===== config.mk =====
export PLATFORM = sky130hd
export DESIGN_NAME = decode_stage
export DESIGN_NICKNAME = d
export VERILOG_FILES = /design/src/rtl/decode_stage.sv
export SDC_FILE = /design/constraint.sdc
export NUM_CORES = 1
export LEC_CHECK = 0
export CELL_PAD_IN_SITES_DETAIL_PLACEMENT = 2
export CELL_PAD_IN_SITES_GLOBAL_PLACEMENT = 2
export CORE_AREA = 2 2 201 203
export DETAILED_ROUTE_END_ITERATION = 10
export DIE_AREA = 0 0 203 205
export PLACE_DENSITY = 0.79
export SLEW_MARGIN = 40
export SYNTH_ARGS = -nofsm -noshare
export SYNTH_HDL_FRONTEND = slang
export SYNTH_SLANG_ARGS = --single-unit

===== constraint.sdc =====
create_clock -name clk -period 15.2 [get_ports clk]
set_clock_uncertainty 0.2 [all_clocks]
set_input_delay 4.56 -clock clk [delete_from_list [all_inputs] [get_ports clk]]
set_output_delay 4.56 -clock clk [all_outputs]
set_load 0.005 [all_outputs]

===== src/rtl/decode_stage.sv =====
// RV64I instruction-decode stage: opcode/immediate decode, load-use hazard
// detection and the ID/EX pipeline register feeding the execute stage.
module decode_stage #(
   parameter int unsigned XLEN = 64
) (
   input  logic            clk,
   input  logic            reset,
   input  logic            if_valid,
   input  logic [XLEN-1:0] if_pc,
   input  logic [31:0]     if_instr,
   input  logic            flush,
   output logic [4:0]      rf_rs1,
   output logic [4:0]      rf_rs2,
   input  logic [XLEN-1:0] rf_read_data1,
   input  logic [XLEN-1:0] rf_read_data2,
   output logic            stall,
   output logic            ex_valid,
   output logic [XLEN-1:0] ex_pc,
   output logic [XLEN-1:0] ex_rs1_data,
   output logic [XLEN-1:0] ex_rs2_data,
   output logic [XLEN-1:0] ex_imm,
   output logic [4:0]      ex_rs1,
   output logic [4:0]      ex_rs2,
   output logic [4:0]      ex_rd,
   output logic [2:0]      ex_funct3,
   output logic            ex_funct7_5,
   output logic [1:0]      ex_alu_op,
   output logic            ex_alu_src,
   output logic            ex_reg_write,
   output logic            ex_mem_read,
   output logic            ex_mem_write,
   output logic            ex_mem_to_reg,
   output logic            ex_branch,
   output logic            ex_illegal
);

   typedef enum logic [6:0] {
      OP_R      = 7'b0110011,
      OP_IMM    = 7'b0010011,
      OP_LOAD   = 7'b0000011,
      OP_STORE  = 7'b0100011,
      OP_BRANCH = 7'b1100011
   } opcode_e;

   typedef struct packed {
      logic            valid;
      logic [XLEN-1:0] pc;
      logic [XLEN-1:0] rs1_data;
      logic [XLEN-1:0] rs2_data;
      logic [XLEN-1:0] imm;
      logic [4:0]      rs1;
      logic [4:0]      rs2;
      logic [4:0]      rd;
      logic [2:0]      funct3;
      logic            funct7_5;
      logic [1:0]      alu_op;
      logic            alu_src;
      logic            reg_write;
      logic            mem_read;
      logic            mem_write;
      logic            mem_to_reg;
      logic            branch;
      logic            illegal;
   } idex_t;

   opcode_e         opcode;
   idex_t           dec;
   idex_t           idex_d;
   idex_t           idex_q;
   logic            use_rs1;
   logic            use_rs2;
   logic            hit_rs1;
   logic            hit_rs2;
   logic [XLEN-1:0] imm_i;
   logic [XLEN-1:0] imm_s;
   logic [XLEN-1:0] imm_b;

   assign opcode = opcode_e'(if_instr[6:0]);
   assign rf_rs1 = if_instr[19:15];
   assign rf_rs2 = if_instr[24:20];

   assign imm_i = {{(XLEN-12){if_instr[31]}}, if_instr[31:20]};
   assign imm_s = {{(XLEN-12){if_instr[31]}}, if_instr[31:25], if_instr[11:7]};
   assign imm_b = {{(XLEN-13){if_instr[31]}}, if_instr[31], if_instr[7],
                   if_instr[30:25], if_instr[11:8], 1'b0};

   always_comb begin
      dec          = '0;
      use_rs1      = 1'b0;
      use_rs2      = 1'b0;
      dec.valid    = 1'b1;
      dec.pc       = if_pc;
      dec.rs1_data = rf_read_data1;
      dec.rs2_data = rf_read_data2;
      dec.rs1      = if_instr[19:15];
      dec.rs2      = if_instr[24:20];
      dec.rd       = if_instr[11:7];
      dec.funct3   = if_instr[14:12];
      dec.funct7_5 = if_instr[30];
      case (opcode)
         OP_R: begin
            dec.reg_write = 1'b1;
            dec.alu_op    = 2'b10;
            use_rs1       = 1'b1;
            use_rs2       = 1'b1;
         end
         OP_IMM: begin
            dec.reg_write = 1'b1;
            dec.alu_src   = 1'b1;
            dec.alu_op    = 2'b11;
            dec.imm       = imm_i;
            use_rs1       = 1'b1;
         end
         OP_LOAD: begin
            dec.reg_write  = 1'b1;
            dec.mem_read   = 1'b1;
            dec.mem_to_reg = 1'b1;
            dec.alu_src    = 1'b1;
            dec.alu_op     = 2'b00;
            dec.imm        = imm_i;
            use_rs1        = 1'b1;
         end
         OP_STORE: begin
            dec.mem_write = 1'b1;
            dec.alu_src   = 1'b1;
            dec.alu_op    = 2'b00;
            dec.imm       = imm_s;
            use_rs1       = 1'b1;
            use_rs2       = 1'b1;
         end
         OP_BRANCH: begin
            dec.branch = 1'b1;
            dec.alu_op = 2'b01;
            dec.imm    = imm_b;
            use_rs1    = 1'b1;
            use_rs2    = 1'b1;
         end
         default: dec.illegal = 1'b1;
      endcase
   end

   // A load into x0 never produces a value worth waiting for.
   assign hit_rs1 = use_rs1 & (idex_q.rd == dec.rs1);
   assign hit_rs2 = use_rs2 & (idex_q.rd == dec.rs2);
   assign stall   = if_valid & idex_q.valid & idex_q.mem_read &
                    (idex_q.rd != 5'd0) & (hit_rs1 | hit_rs2) & ~flush;

   assign idex_d = (flush | stall | ~if_valid) ? idex_t'('0) : dec;

   always_ff @(posedge clk or posedge reset) begin
      if (reset) idex_q <= '0;
      else       idex_q <= idex_d;
   end

   assign ex_valid      = idex_q.valid;
   assign ex_pc         = idex_q.pc;
   assign ex_rs1_data   = idex_q.rs1_data;
   assign ex_rs2_data   = idex_q.rs2_data;
   assign ex_imm        = idex_q.imm;
   assign ex_rs1        = idex_q.rs1;
   assign ex_rs2        = idex_q.rs2;
   assign ex_rd         = idex_q.rd;
   assign ex_funct3     = idex_q.funct3;
   assign ex_funct7_5   = idex_q.funct7_5;
   assign ex_alu_op     = idex_q.alu_op;
   assign ex_alu_src    = idex_q.alu_src;
   assign ex_reg_write  = idex_q.reg_write;
   assign ex_mem_read   = idex_q.mem_read;
   assign ex_mem_write  = idex_q.mem_write;
   assign ex_mem_to_reg = idex_q.mem_to_reg;
   assign ex_branch     = idex_q.branch;
   assign ex_illegal    = idex_q.illegal;

endmodule


## Word-level counts from Yosys, hierarchy flattened

Index checks and enable logic that the tools add are counted.

- Add/subtract/negate cells: 0
- Multiply operators: 0
- Div/mod/pow operators: 0
- Order comparisons: 0
- Eq/ne operators: 7
- Shift operators: 0
- Mux-type cells: 11
- Bitwise gates (word level): 12
- Reduce and logical (&&, ||, !) cells: 6

Operators by type and width:

| kind | number |
|---|---|
| two-way mux 285 bit | 1 |
| one-hot mux 64 bit (3 select lines) | 1 |
| == test 7 x 6 -> 1 bit, second input constant | 2 |
| == test 5 bit | 2 |
| OR reduction 3 bit | 3 |
| two-way mux 1 bit | 8 |
| AND 1 bit | 7 |
| == test 7 x 2 -> 1 bit, second input constant | 1 |
| == test 7 x 5 -> 1 bit, second input constant | 1 |
| == test 7 bit, second input constant | 1 |
| one-hot mux 2 bit (3 select lines) | 1 |
| nonzero test 5 bit | 1 |
| OR reduction 5 bit | 1 |
| OR 1 bit | 3 |
| NOT 1 bit | 2 |
| OR reduction 2 bit | 1 |

- Register bits: 285
- Latch bits: 0
- Memory bits (writable): 0
- Bits in read-only memories: 0
- Input bits: 228
- Output and inout port bits: 296
- Logic and storage cells: 54
- Memories: 0

## Depth between registers and ports, before layout

- Depth in word-level cells: 10
- Gate-level depth with buffers: 8
- Gate-level depth less buffers: 5

## Worst setup path after synthesis

No wires, ideal clock.

- Path kind: input port to output port
- Start: in if_instr[6]
- End: out stall
- Arrival time: 5.727 ns
- Required time: 10.440 ns
- Path slack: 4.713 ns
- Stages on the path: 7
- Path buffers: 2
- Path through: buf_2 -> a21boi_1 -> nand4_1 -> nor4_2 -> o21ai_2 -> clkbuf_1 -> nor2_1

- Longest elaborated chain between the ends: 7
- Elaborated cells on any way between the ends: 14
- Those cells by class: eq/ne: 5; mux: 2; bitwise: 5; reduce/logical: 2

RTL lines:

| item | line | source |
|---|---|---|
| start, declared | 10 | `input logic [31:0] if_instr,` |
| == test 7 bit (tied with other cells) | 100 | `case (opcode)` |
| OR reduction 5 bit (no source line) or OR reduction 3 bit (tied branches) | n/a |  |
| two-way mux 1 bit | 100 |  |
| AND 1 bit (on tied branches) | 143, 144 |  |
| OR 1 bit * | 146 | `(idex_q.rd != 5'd0) & (hit_rs1 \| hit_rs2) & ~flush;` |
| AND 1 bit * (2 in series) | 146 |  |
| end, declared | 16 | `output logic stall,` |

Every way passes the cells marked *; elsewhere a longest branch is shown, timed or not.

## Worst setup path in the final report

Ends and elaborated chain as after synthesis.

==> metrics.log <==
INFO  metric cp-start-kind = input port
INFO  metric final-setup-viol-count = 0
INFO  metric final_layout_size_suffix_gt1_share = approximately 4.8%
INFO  metric path_max_fanout = 10
INFO  metric share_of_the_cycle_needed_by_the_critical_path_after_routing = 75.8%
INFO  metric grt_max_degree = between 100 and 150
INFO  metric ios = 524
INFO  metric via_per_inst = between 4 and 5
INFO  metric r2r_slack = between 10000 and 15000 ps
INFO  metric cts_hold_buf = 0
INFO  metric y_dimension_of_the_die = just over 200 um
INFO  metric core.rowCount = 73
INFO  metric drtIter0Drc = approximately 260
INFO  metric hold_path.class = register to register
INFO  metric cts_tree = built
INFO  metric worstSetupEndpointType = output port
INFO  metric final_core_util = a little under two fifths
INFO  metric post-synth-top-area-fraction = between 60% and 70%
INFO  metric placed_cell_area = around 14000 um2
INFO  metric detail_route.wl_per_cell = 21.4 um
INFO  metric crit_chain = clkdlybuf4s50_1, a21boi_1, nand4_1, nor4_2, o21ai_4, nor2_1, clkdlybuf4s50_1
INFO  metric period_minus_slack = between 10000 and 15000 ps
INFO  metric tightest_slew = 763 ps
INFO  metric final.setup.tns = 0 ps
INFO  metric die_width = 203 um
INFO  metric total_wire_length_after_detailed_routing = between 30000 and 40000 um
INFO  metric crit_buf_inv = 2
INFO  metric synth.top_cells.by_area = sky130_fd_sc_hd__dfrtp_1, sky130_fd_sc_hd__and3_1, sky130_fd_sc_hd__buf_4, sky130_fd_sc_hd__buf_6, sky130_fd_sc_hd__clkbuf_1
INFO  metric yosysWarningCount = 0
INFO  metric antenna_diode_count = 0
INFO  metric nFillCells = roughly 4.1k
INFO  metric max-vdd-ir-drop = 0.0723 mV
INFO  metric crit_path_top_delay_cell = sky130_fd_sc_hd__clkdlybuf4s50_1
INFO  metric initial_utilization = 21.4%
INFO  metric area_growth_syn_to_layout = 72.2%
INFO  metric finish.net_count = between 1k and 1.5k
INFO  metric post-layout-total-power = 0.00147 W
INFO  metric outcome = finished clean
INFO  metric number_of_instances_resized_during_post_cts_repair = 0
INFO  metric synth.cell_area = roughly 8400 um2
INFO  metric worstPathRequired = ~10000 ps
INFO  metric worst-setup-path-type = input port to output port
INFO  metric postLayoutCellArea = roughly 15000 um2
INFO  metric core_area = around 39000 um2
INFO  metric max_clock_freq = roughly 87 MHz
INFO  metric syn_inst = ~640
INFO  metric powerDensity = around 100 nW/um2
INFO  metric finalWeightedCongestion = 0.785
INFO  metric cts.sink_count = between 200 and 250
INFO  metric worst_skew_pair.late_latency = about 540 ps
INFO  metric synth_seq_cells = between 200 and 250
INFO  metric timing.critical_path.slowest_cell_delay = 570 ps
INFO  metric gr-total-overflow = 0
INFO  metric setup_repair_after_global_routing_missed_its_margin = no
INFO  metric antenna_left = 0
INFO  metric detailedRoute.firstPassIterationCount = 4
INFO  metric clkTransAtPathRegs = 60 ps
INFO  metric track_usage = between 10% and 20%
INFO  metric dpl.hpwl = 25500 um
INFO  metric cp_common_cell = sky130_fd_sc_hd__clkdlybuf4s50_1
INFO  metric cp_data_arrival_time = between 6000 and 7000 ps
INFO  metric cpLargestDelayFamily = buffers and inverters
INFO  metric seq_area_frac_synth = between 60 and 70%
INFO  metric antenna_found_initial = 2
INFO  metric grt_pass1_wl = roughly 50000 um
INFO  metric route.detailed.drc = 0
INFO  metric cellLeakagePower = 6.93 nW
INFO  metric port_buffers = 523
INFO  metric synthesis.area_per_instance = about 13 um2
INFO  metric synth_cell_type_count = 27
INFO  metric via_count = approximately 6.7k
INFO  metric synth_fp_nets = 870
INFO  metric yosysTopAreaCell = sky130_fd_sc_hd__dfrtp_1
INFO  metric maxSlewHeadroom = between 40% and 50%
INFO  metric cap_viol_max_count = 0
INFO  metric report.final.hold_viol_count = 0
INFO  metric cts_max_level = 1
INFO  metric cts-buffers-inserted = 28
INFO  metric clock_tree.root_cell = sky130_fd_sc_hd__clkbuf_16
INFO  metric cts_setup_buffers = 0
INFO  metric grt_pass1_vias = between 7k and 8k
INFO  metric cts_max_path_buffers = 3
INFO  metric die_area = approximately 42000 um2
INFO  metric maxSlewViolCount = 0
[synthesized netlist by cell type]
cell type / n
sky130_fd_sc_hd__dfrtp_1: 233
sky130_fd_sc_hd__and3_1: 212
sky130_fd_sc_hd__buf_4: 62
sky130_fd_sc_hd__clkbuf_1: 31
sky130_fd_sc_hd__buf_6: 19
sky130_fd_sc_hd__nand3_1: 15
sky130_fd_sc_hd__nor2_1: 15
sky130_fd_sc_hd__nor3_1: 11
sky130_fd_sc_hd__a22oi_1: 5
sky130_fd_sc_hd__xnor2_1: 5
sky130_fd_sc_hd__xor2_1: 5
sky130_fd_sc_hd__a21oi_1: 4
sky130_fd_sc_hd__nand2_1: 4
sky130_fd_sc_hd__buf_2: 3
sky130_fd_sc_hd__nand2b_1: 3
sky130_fd_sc_hd__nor2b_1: 3
sky130_fd_sc_hd__inv_1: 2
sky130_fd_sc_hd__a21boi_1: 1
sky130_fd_sc_hd__and2_1: 1
sky130_fd_sc_hd__and4_1: 1
sky130_fd_sc_hd__nand4_1: 1
sky130_fd_sc_hd__nand4bb_1: 1
sky130_fd_sc_hd__nor3b_1: 1
sky130_fd_sc_hd__nor4_2: 1
sky130_fd_sc_hd__o21a_1: 1
sky130_fd_sc_hd__o21ai_0: 1
sky130_fd_sc_hd__o21ai_2: 1
[final timing paths]
path                                  start  cells after the start              end
worst max-delay path            if_instr[6]                      7            stall
worst max register to register     ex_rd[0]                      7        ex_pc[27]
max in group asynchronous             reset                      3   ex_rs2_data[8]
worst min register to register     ex_valid                      4        ex_imm[0]
min in group asynchronous             reset                      2  ex_rs2_data[30]
worst min-delay path               ex_valid                      4        ex_imm[0]
[power by group]
group / internal, W / switching, W / leakage, nW / total [W]
combinational: 0.000105 / 0.0000582 / 3.34 / 0.000163
clock: 0.000393 / 0.000262 / 0.440 / 0.000655
sequential: 0.000642 / 0.00000801 / 3.14 / 0.000650
[state kept, by name (all words and copies together) (netlist names)]
register	count
ex_pc	64
ex_rs1_data	64
ex_rs2_data	64
ex_imm	13
ex_rd	5
ex_rs1	5
ex_rs2	5
ex_funct3	3
ex_alu_op	2
ex_alu_src	1
ex_branch	1
ex_funct7_5	1
ex_illegal	1
ex_mem_read	1
ex_mem_write	1
ex_reg_write	1
ex_valid	1
[metal layers]
layer / up-vias / share of wire [%] / GRT usage, % / wire, um
met5: - / 0 / 0 / 0
met3: 44 / 6.4 / 3.77 / 2230
met1: 3379 / 38 / 18.2 / 13200
met2: 260 / 54 / 29.9 / 18800
met4: 0 / 2.0 / 4.64 / 701
li1: 2995 / - / - / -
[layout by cell type, fill, tap and decap left out, types with 3 or more instances in the layout]
master                              n
sky130_fd_sc_hd__a21oi_1            4
sky130_fd_sc_hd__a22oi_1            5
sky130_fd_sc_hd__and3_1           212
sky130_fd_sc_hd__buf_6              5
sky130_fd_sc_hd__clkbuf_1           8
sky130_fd_sc_hd__clkbuf_16         29
sky130_fd_sc_hd__clkbuf_8           6
sky130_fd_sc_hd__clkdlybuf4s50_1  523
sky130_fd_sc_hd__dfrtp_1          233
sky130_fd_sc_hd__nand2_1            4
sky130_fd_sc_hd__nand2b_1           3
sky130_fd_sc_hd__nand3_1           15
sky130_fd_sc_hd__nor2_1            15
sky130_fd_sc_hd__nor3_1            11
sky130_fd_sc_hd__xnor2_1            5
sky130_fd_sc_hd__xor2_1             5
[cells by family (layout without fill, tap and decap cells)]
group                     after synthesis  in the layout  synth area share [%]
and+or+nand+nor                       269            269                  19.2
DFF                                   233            233                  69.1
buffers and inverters                 117            581                  9.69
AOI/OAI and AO/OA                      13             13                  1.02
xor gates and xnor gates               10             10                  1.04
[final cells by class]
class,instances,area [um2],share of cell area [%]
sequential,233,5830,40.1
timing repair buffer,531,5330,36.6
multi-input combinational,292,1810,12.4
clock buffer,43,838,5.77
tap,525,657,4.52
clock inverter,5,57.6,0.396
inverter,2,20.0,0.138
[through the flow]
stage	worst slack (ps)	hold WS, ps	std cells
3_5_place_dp	3650	1040	1582
3_3_place_gp	3700	1030	1582
2_1_floorplan	4050	686	642
6_report	3680	868	1631
5_1_grt	3480	946	1631
4_1_cts	3650	1060	1630
[worst register-to-register path, cell delays in order, from the launching register on]
cell,delay (ps)
sky130_fd_sc_hd__dfrtp_1,500
sky130_fd_sc_hd__xor2_1,250
sky130_fd_sc_hd__nor3_1,100
sky130_fd_sc_hd__and4_1,250
sky130_fd_sc_hd__o21ai_4,180
sky130_fd_sc_hd__buf_6,530
sky130_fd_sc_hd__buf_6,730
sky130_fd_sc_hd__and3_1,360
No activity file was read; power rests on OpenSTA's default activity.
==> RTL change 1 (same flow settings) <==
Set the parameter `XLEN` to 32 (it was 64).
--- a/src/rtl/decode_stage.sv
+++ b/src/rtl/decode_stage.sv
@@ -1,7 +1,7 @@
 // RV64I instruction-decode stage: opcode/immediate decode, load-use hazard
 // detection and the ID/EX pipeline register feeding the execute stage.
 module decode_stage #(
-   parameter int unsigned XLEN = 64
+   parameter int unsigned XLEN = 32
 ) (
    input  logic            clk,
    input  logic            reset,
Interface: changed (7 resized); port bits go from 524 to 300. The function was not compared with the original's and may differ.
==> RTL change 1 against the unedited design <==
- wire length shrank 36%
- power is 39% lower
- sequential power decreased by 41%
- combinational power shrank 39%
- sequential cell count is 96 lower
- area after synthesis is 41% lower
- highest routed layer is now met5
- largest cell class unchanged
- design area down 38%
- worst setup slack lost 0.16 ns
- cell count down 27%
==> RTL change 1: results (changes against the unedited design) <==
[worst_setup_path]
cp.arrival_ns=6.92  ; was 6.76 ns
startpoint=if_instr[5]  ; was if_instr[6]
reg2reg_slack_ns=12.76  ; was 12.02 ns
worstSetupEndpoint=stall  ; unchanged
r2r_end=ex_funct3[0]  ; was ex_pc[27]
regToRegStartpoint=ex_rd[0]  ; unchanged
rr_worst_depth=7  ; unchanged
critical_path.max_fanout=8  ; was 10

[grt]
grt_pass1_wl_um=32140  ; was 50170 um
grt_pass1_vias=4781  ; was 7510
grt_max_degree=117  ; was 124
antenna_found_initial=2  ; unchanged
grt_usage_pct=10.80  ; was 16.08%

[placed_design]
place_hpwl_um=16150  ; was 25540 um
placedInstanceArea_mm2=0.008327  ; was 0.01362 mm2
gp_congestion=0.7570  ; was 0.7848
dpl_worst_slack_ns=3.441  ; was 3.652 ns
port_buffers=299  ; was 523

[drt]
drt-wirelength-per-cell_um=18.61  ; was 21.39 um
viasPerCell=3.468  ; was 4.094
drt_iter0_drc=80  ; was 263
dr.pass1.iters=4  ; unchanged

[clocking]
cts_setup_buffers=0  ; unchanged
cts_root_buffer=clkbuf_16  ; unchanged
postCtsResizedCells=0  ; unchanged
clock_path_buffers=2  ; was 3
cts_inserted_buffers=17  ; was 28
clkLatencyLatePin_ns=0.45  ; was 0.54 ns
clk_pin_slew_ns=0.06  ; about the same
h-tree-depth=4  ; was 1

[hold_path]
worstHoldPathCells=4  ; unchanged
hp-class=reg -> reg  ; unchanged
hp-start=ex_valid  ; unchanged

[yosys]
ys_warn_count=0  ; unchanged
netlist_top_cells_area=dfrtp_1 68%, and3_1 14%, buf_4 4.5%  ; was dfrtp_1 69%, and3_1 16%, buf_4 5.5%
ys_types=27  ; unchanged
synthTopCellsByCount=137 x dfrtp_1, 116 x and3_1, 30 x buf_4, 24 x clkbuf_1  ; was 233 x dfrtp_1, 212 x and3_1, 62 x buf_4, 31 x clkbuf_1, 19 x buf_6
synthArstFlopShare_pct=100.0  ; unchanged
synthesis.nets=528  ; was 870
ys_seq_area_share_pct=68.48  ; was 69.08%

[finish]
final_nets=791  ; was 1316
fill_cells=4319  ; was 4083
drive_above_1_share_pct=6.250  ; was 4.792%

[sta]
setup_viol_count_final=0  ; unchanged
period_needed_ns=11.68  ; was 11.52 ns
slew-limit-headroom_pct=51.06  ; was 49.16%

[power_and_ir_drop]
swShare_pct=23.69  ; was 22.33%
leakage_nw=4.111  ; was 6.926 nW
peakVddDrop_uv=76.40  ; was 72.25 uV

[status]
status=completed  ; unchanged

-- RTL change 1: layout make-up --
class | count | area [um2] | area share, %
diodes | 1 | 2.502 | 0.02780
clock buffers | 21 | 460.4 | 5.115
clock inverters | 11 | 122.6 | 1.362
inverters | 2 | 12.51 | 0.1390
multi-input cells | 196 | 1211 | 13.46
flip-flops and latches | 137 | 3428 | 38.09
well taps | 525 | 656.9 | 7.298
repair buffers | 305 | 3107 | 34.51
-- RTL change 1: layer usage --
metal,wire (um),track usage (%),vias to the layer above
li1,-,-,1844
met1,8887,11.96,2106
met2,11230,18.32,187
met3,1864,4.773,16
met4,302,3.936,2
met5,13,0,-
-- RTL change 1: cell families after synthesis --
logic type | count (synthesis) | synth area share, %
AO/OA/AOI/OAI | 13 | 1.800
XOR/XNOR | 10 | 1.749
buffers and inverters | 63 | 7.648
flip-flops | 137 | 68.48
AND/OR/NAND/NOR | 173 | 20.32
-- RTL change 1: how the worst min path moves through the flow --
stage | endpoint | slack, ns
finish | ex_imm[6] | 0.93
global route | ex_imm[6] | 1.00
CTS | ex_imm[8] | 1.15
detailed placement | ex_imm[8] | 1.13
global placement | ex_reg_write | 1.11
floorplan | ex_imm[0] | 0.69
-- RTL change 1: stage by stage --
stage | total power, mW | hold WS (ns) | cells
finish | 0.9024 | 0.9259 | 1198
global route | 0.9457 | 1.001 | 1198
CTS | 0.9260 | 1.146 | 1194
detailed placement | 0.4890 | 1.127 | 1162
global placement | 0.4855 | 1.108 | 1162
floorplan | 0.4132 | 0.6855 | 396
-- RTL change 1: power by group through the flow --
stage               combinational [mW]  sequential, mW  clock, mW
finish                           0.100           0.381      0.421
global placement                0.0980           0.387          0
global route                     0.109           0.382      0.455
detailed placement               0.101           0.388          0
floorplan                       0.0242           0.389          0
CTS                              0.101           0.382      0.443
-- RTL change 1: critical path: stages --
cell and delay (ns):
clkdlybuf4s50_1 0.64, a21boi_2 0.30, nand4_1 0.18, nor4_2 0.46, o21ai_4 0.10, nor2_1 0.09, clkdlybuf4s50_1 0.59
==> RTL change 2 (same flow settings) <==
Without the edit above. Make the reset (`reset`) synchronous in one clocked block.
--- a/src/rtl/decode_stage.sv
+++ b/src/rtl/decode_stage.sv
@@ -147,7 +147,7 @@
 
    assign idex_d = (flush | stall | ~if_valid) ? idex_t'('0) : dec;
 
-   always_ff @(posedge clk or posedge reset) begin
+   always_ff @(posedge clk) begin
       if (reset) idex_q <= '0;
       else       idex_q <= idex_d;
    end
Function: differs if reset is asserted again (counterexample within 4 cycles, from zero or initial values and one cycle with reset high); with reset held inactive, the same outputs for 4 cycles.
==> RTL change 2 against the unedited design <==
- worst setup slack got worse by 0.060 ns
- combinational power fell by 24%
- cell count fell by 0.98%
- power fell by 4.7%
- sequential cell count did not move
- die area did not move
- sequential share of layout area fell by 5.2 points
- global-route usage fell by 1.7 points
- area after synthesis fell by 15%
- via count fell by 6.2%
- wire length fell by 8.1%
- design area fell by 8.1%
- non-clock buffer count fell by 3
- first-iteration DRC count fell by 16%
- highest routed layer unchanged
==> RTL change 2: results (changes against the unedited design) <==
[worst_setup_path]
critical_path.max_fanout=15  ; was 10
reg2reg_slack_ns=12.25  ; was 12.02 ns
cp.arrival_ns=6.82  ; was 6.76 ns
regToRegStartpoint=ex_rd[2]  ; was ex_rd[0]
r2r_end=ex_rs2_data[16]  ; was ex_pc[27]

[drt]
routed_wl_um=32060  ; was 34890 um
num_vias=6262  ; was 6678
drt_iter0_drc=222  ; was 263
m1WireLength_um=11900  ; was 13200 um

[yosys]
netlist_top_cells_area=dfxtp_1 65%, and3_1 18%, buf_4 6.5%  ; was dfrtp_1 69%, and3_1 16%, buf_4 5.5%
synthArstFlopShare_pct=0  ; was 100.0%
synthCells=626  ; was 642
synthFlopType=dfxtp_1  ; was dfrtp_1
muxShareOfSynthArea_pct=0.1391  ; was 0%
synth-xor-area-share_pct=1.217  ; was 1.038%
synth_compound_area_share_pct=1.217  ; was 1.023%
synthTopCellsByCount=233 x dfxtp_1, 204 x and3_1, 62 x buf_4, 32 x clkbuf_1, 16 x clkbuf_2  ; was 233 x dfrtp_1, 212 x and3_1, 62 x buf_4, 31 x clkbuf_1, 19 x buf_6
ys_types=32  ; was 27

[grt]
grt_max_degree=125  ; was 124
grt_pass1_wl_um=45210  ; was 50170 um
antenna_found_initial=0  ; was 2
grt_pass1_vias=6932  ; was 7510
met2_usage_pct=27.42  ; was 29.94%
grtUsageMet1_pct=15.12  ; was 18.23%

[finish]
finalNonFillerCells=1615  ; was 1631
drive_above_1_share_pct=6.514  ; was 4.792%

[hold_path]
worstHoldPathCells=5  ; was 4

[placed_design]
place_hpwl_um=23950  ; was 25540 um
dpl_worst_slack_ns=3.635  ; was 3.652 ns

[sta]
worst_pin_slew_ns=0.7699  ; was 0.7626 ns

[power_and_ir_drop]
leakage_nw=5.718  ; was 6.926 nW

[status]
status=completed  ; unchanged

==> RTL change 2: changes by cell type in the layout (fill, tap and decap cells not counted), sizes merged, moves of 3 or more <==
cell	change
nand3	-14
clkinv	+3
a22oi	-5
nand2	-3
nor3	-8
and4	+8
nor4b	+3
dfxtp	+233
buf	-3
nor2	-9
a22o	+4
dfrtp	-233
and3	+6
==> RTL change 2: power by group <==
| part | total, mW | switching [mW] | leakage [nW] | internal, mW |
|---|---|---|---|---|
| sequential | 0.631 | 0.00532 | 1.89 | 0.626 |
| clock | 0.643 | 0.265 | 0.449 | 0.378 |
| combinational | 0.124 | 0.0358 | 3.37 | 0.0886 |
==> RTL change 2: worst max-delay path by stage <==
stage | slack (ns) | cells after the start | start | end
3_5_place_dp | 3.64 | 7 | if_instr[5] | stall
3_3_place_gp | 3.70 | 7 | if_instr[5] | stall
6_report | 3.62 | 7 | if_instr[6] | stall
4_1_cts | 3.61 | 7 | if_instr[6] | stall
5_1_grt | 3.45 | 7 | if_instr[6] | stall
2_1_floorplan | 4.68 | 8 | if_instr[5] | stall
==> RTL change 2: final cells by class <==
type	count	area, um2
clock buffer	41	829.5
clock inverter	10	70.07
fill	4181	26010
multi-input combinational	278	1839
sequential	233	4664
tap	525	656.9
timing repair buffer	528	5296
==> RTL change 2: per-stage QoR <==
| stage | hold WS, ns | instance area, um2 | util, % |
|---|---|---|---|
| after detailed placement | 1.231 | 12450 | 31.63 |
| after global routing | 1.328 | 13360 | 33.93 |
| final | 1.169 | 13360 | 33.93 |
| after global placement | 1.368 | 12420 | 31.55 |
| after CTS | 1.233 | 13350 | 33.92 |
| after floorplan | 0.6557 | 7196 | - |
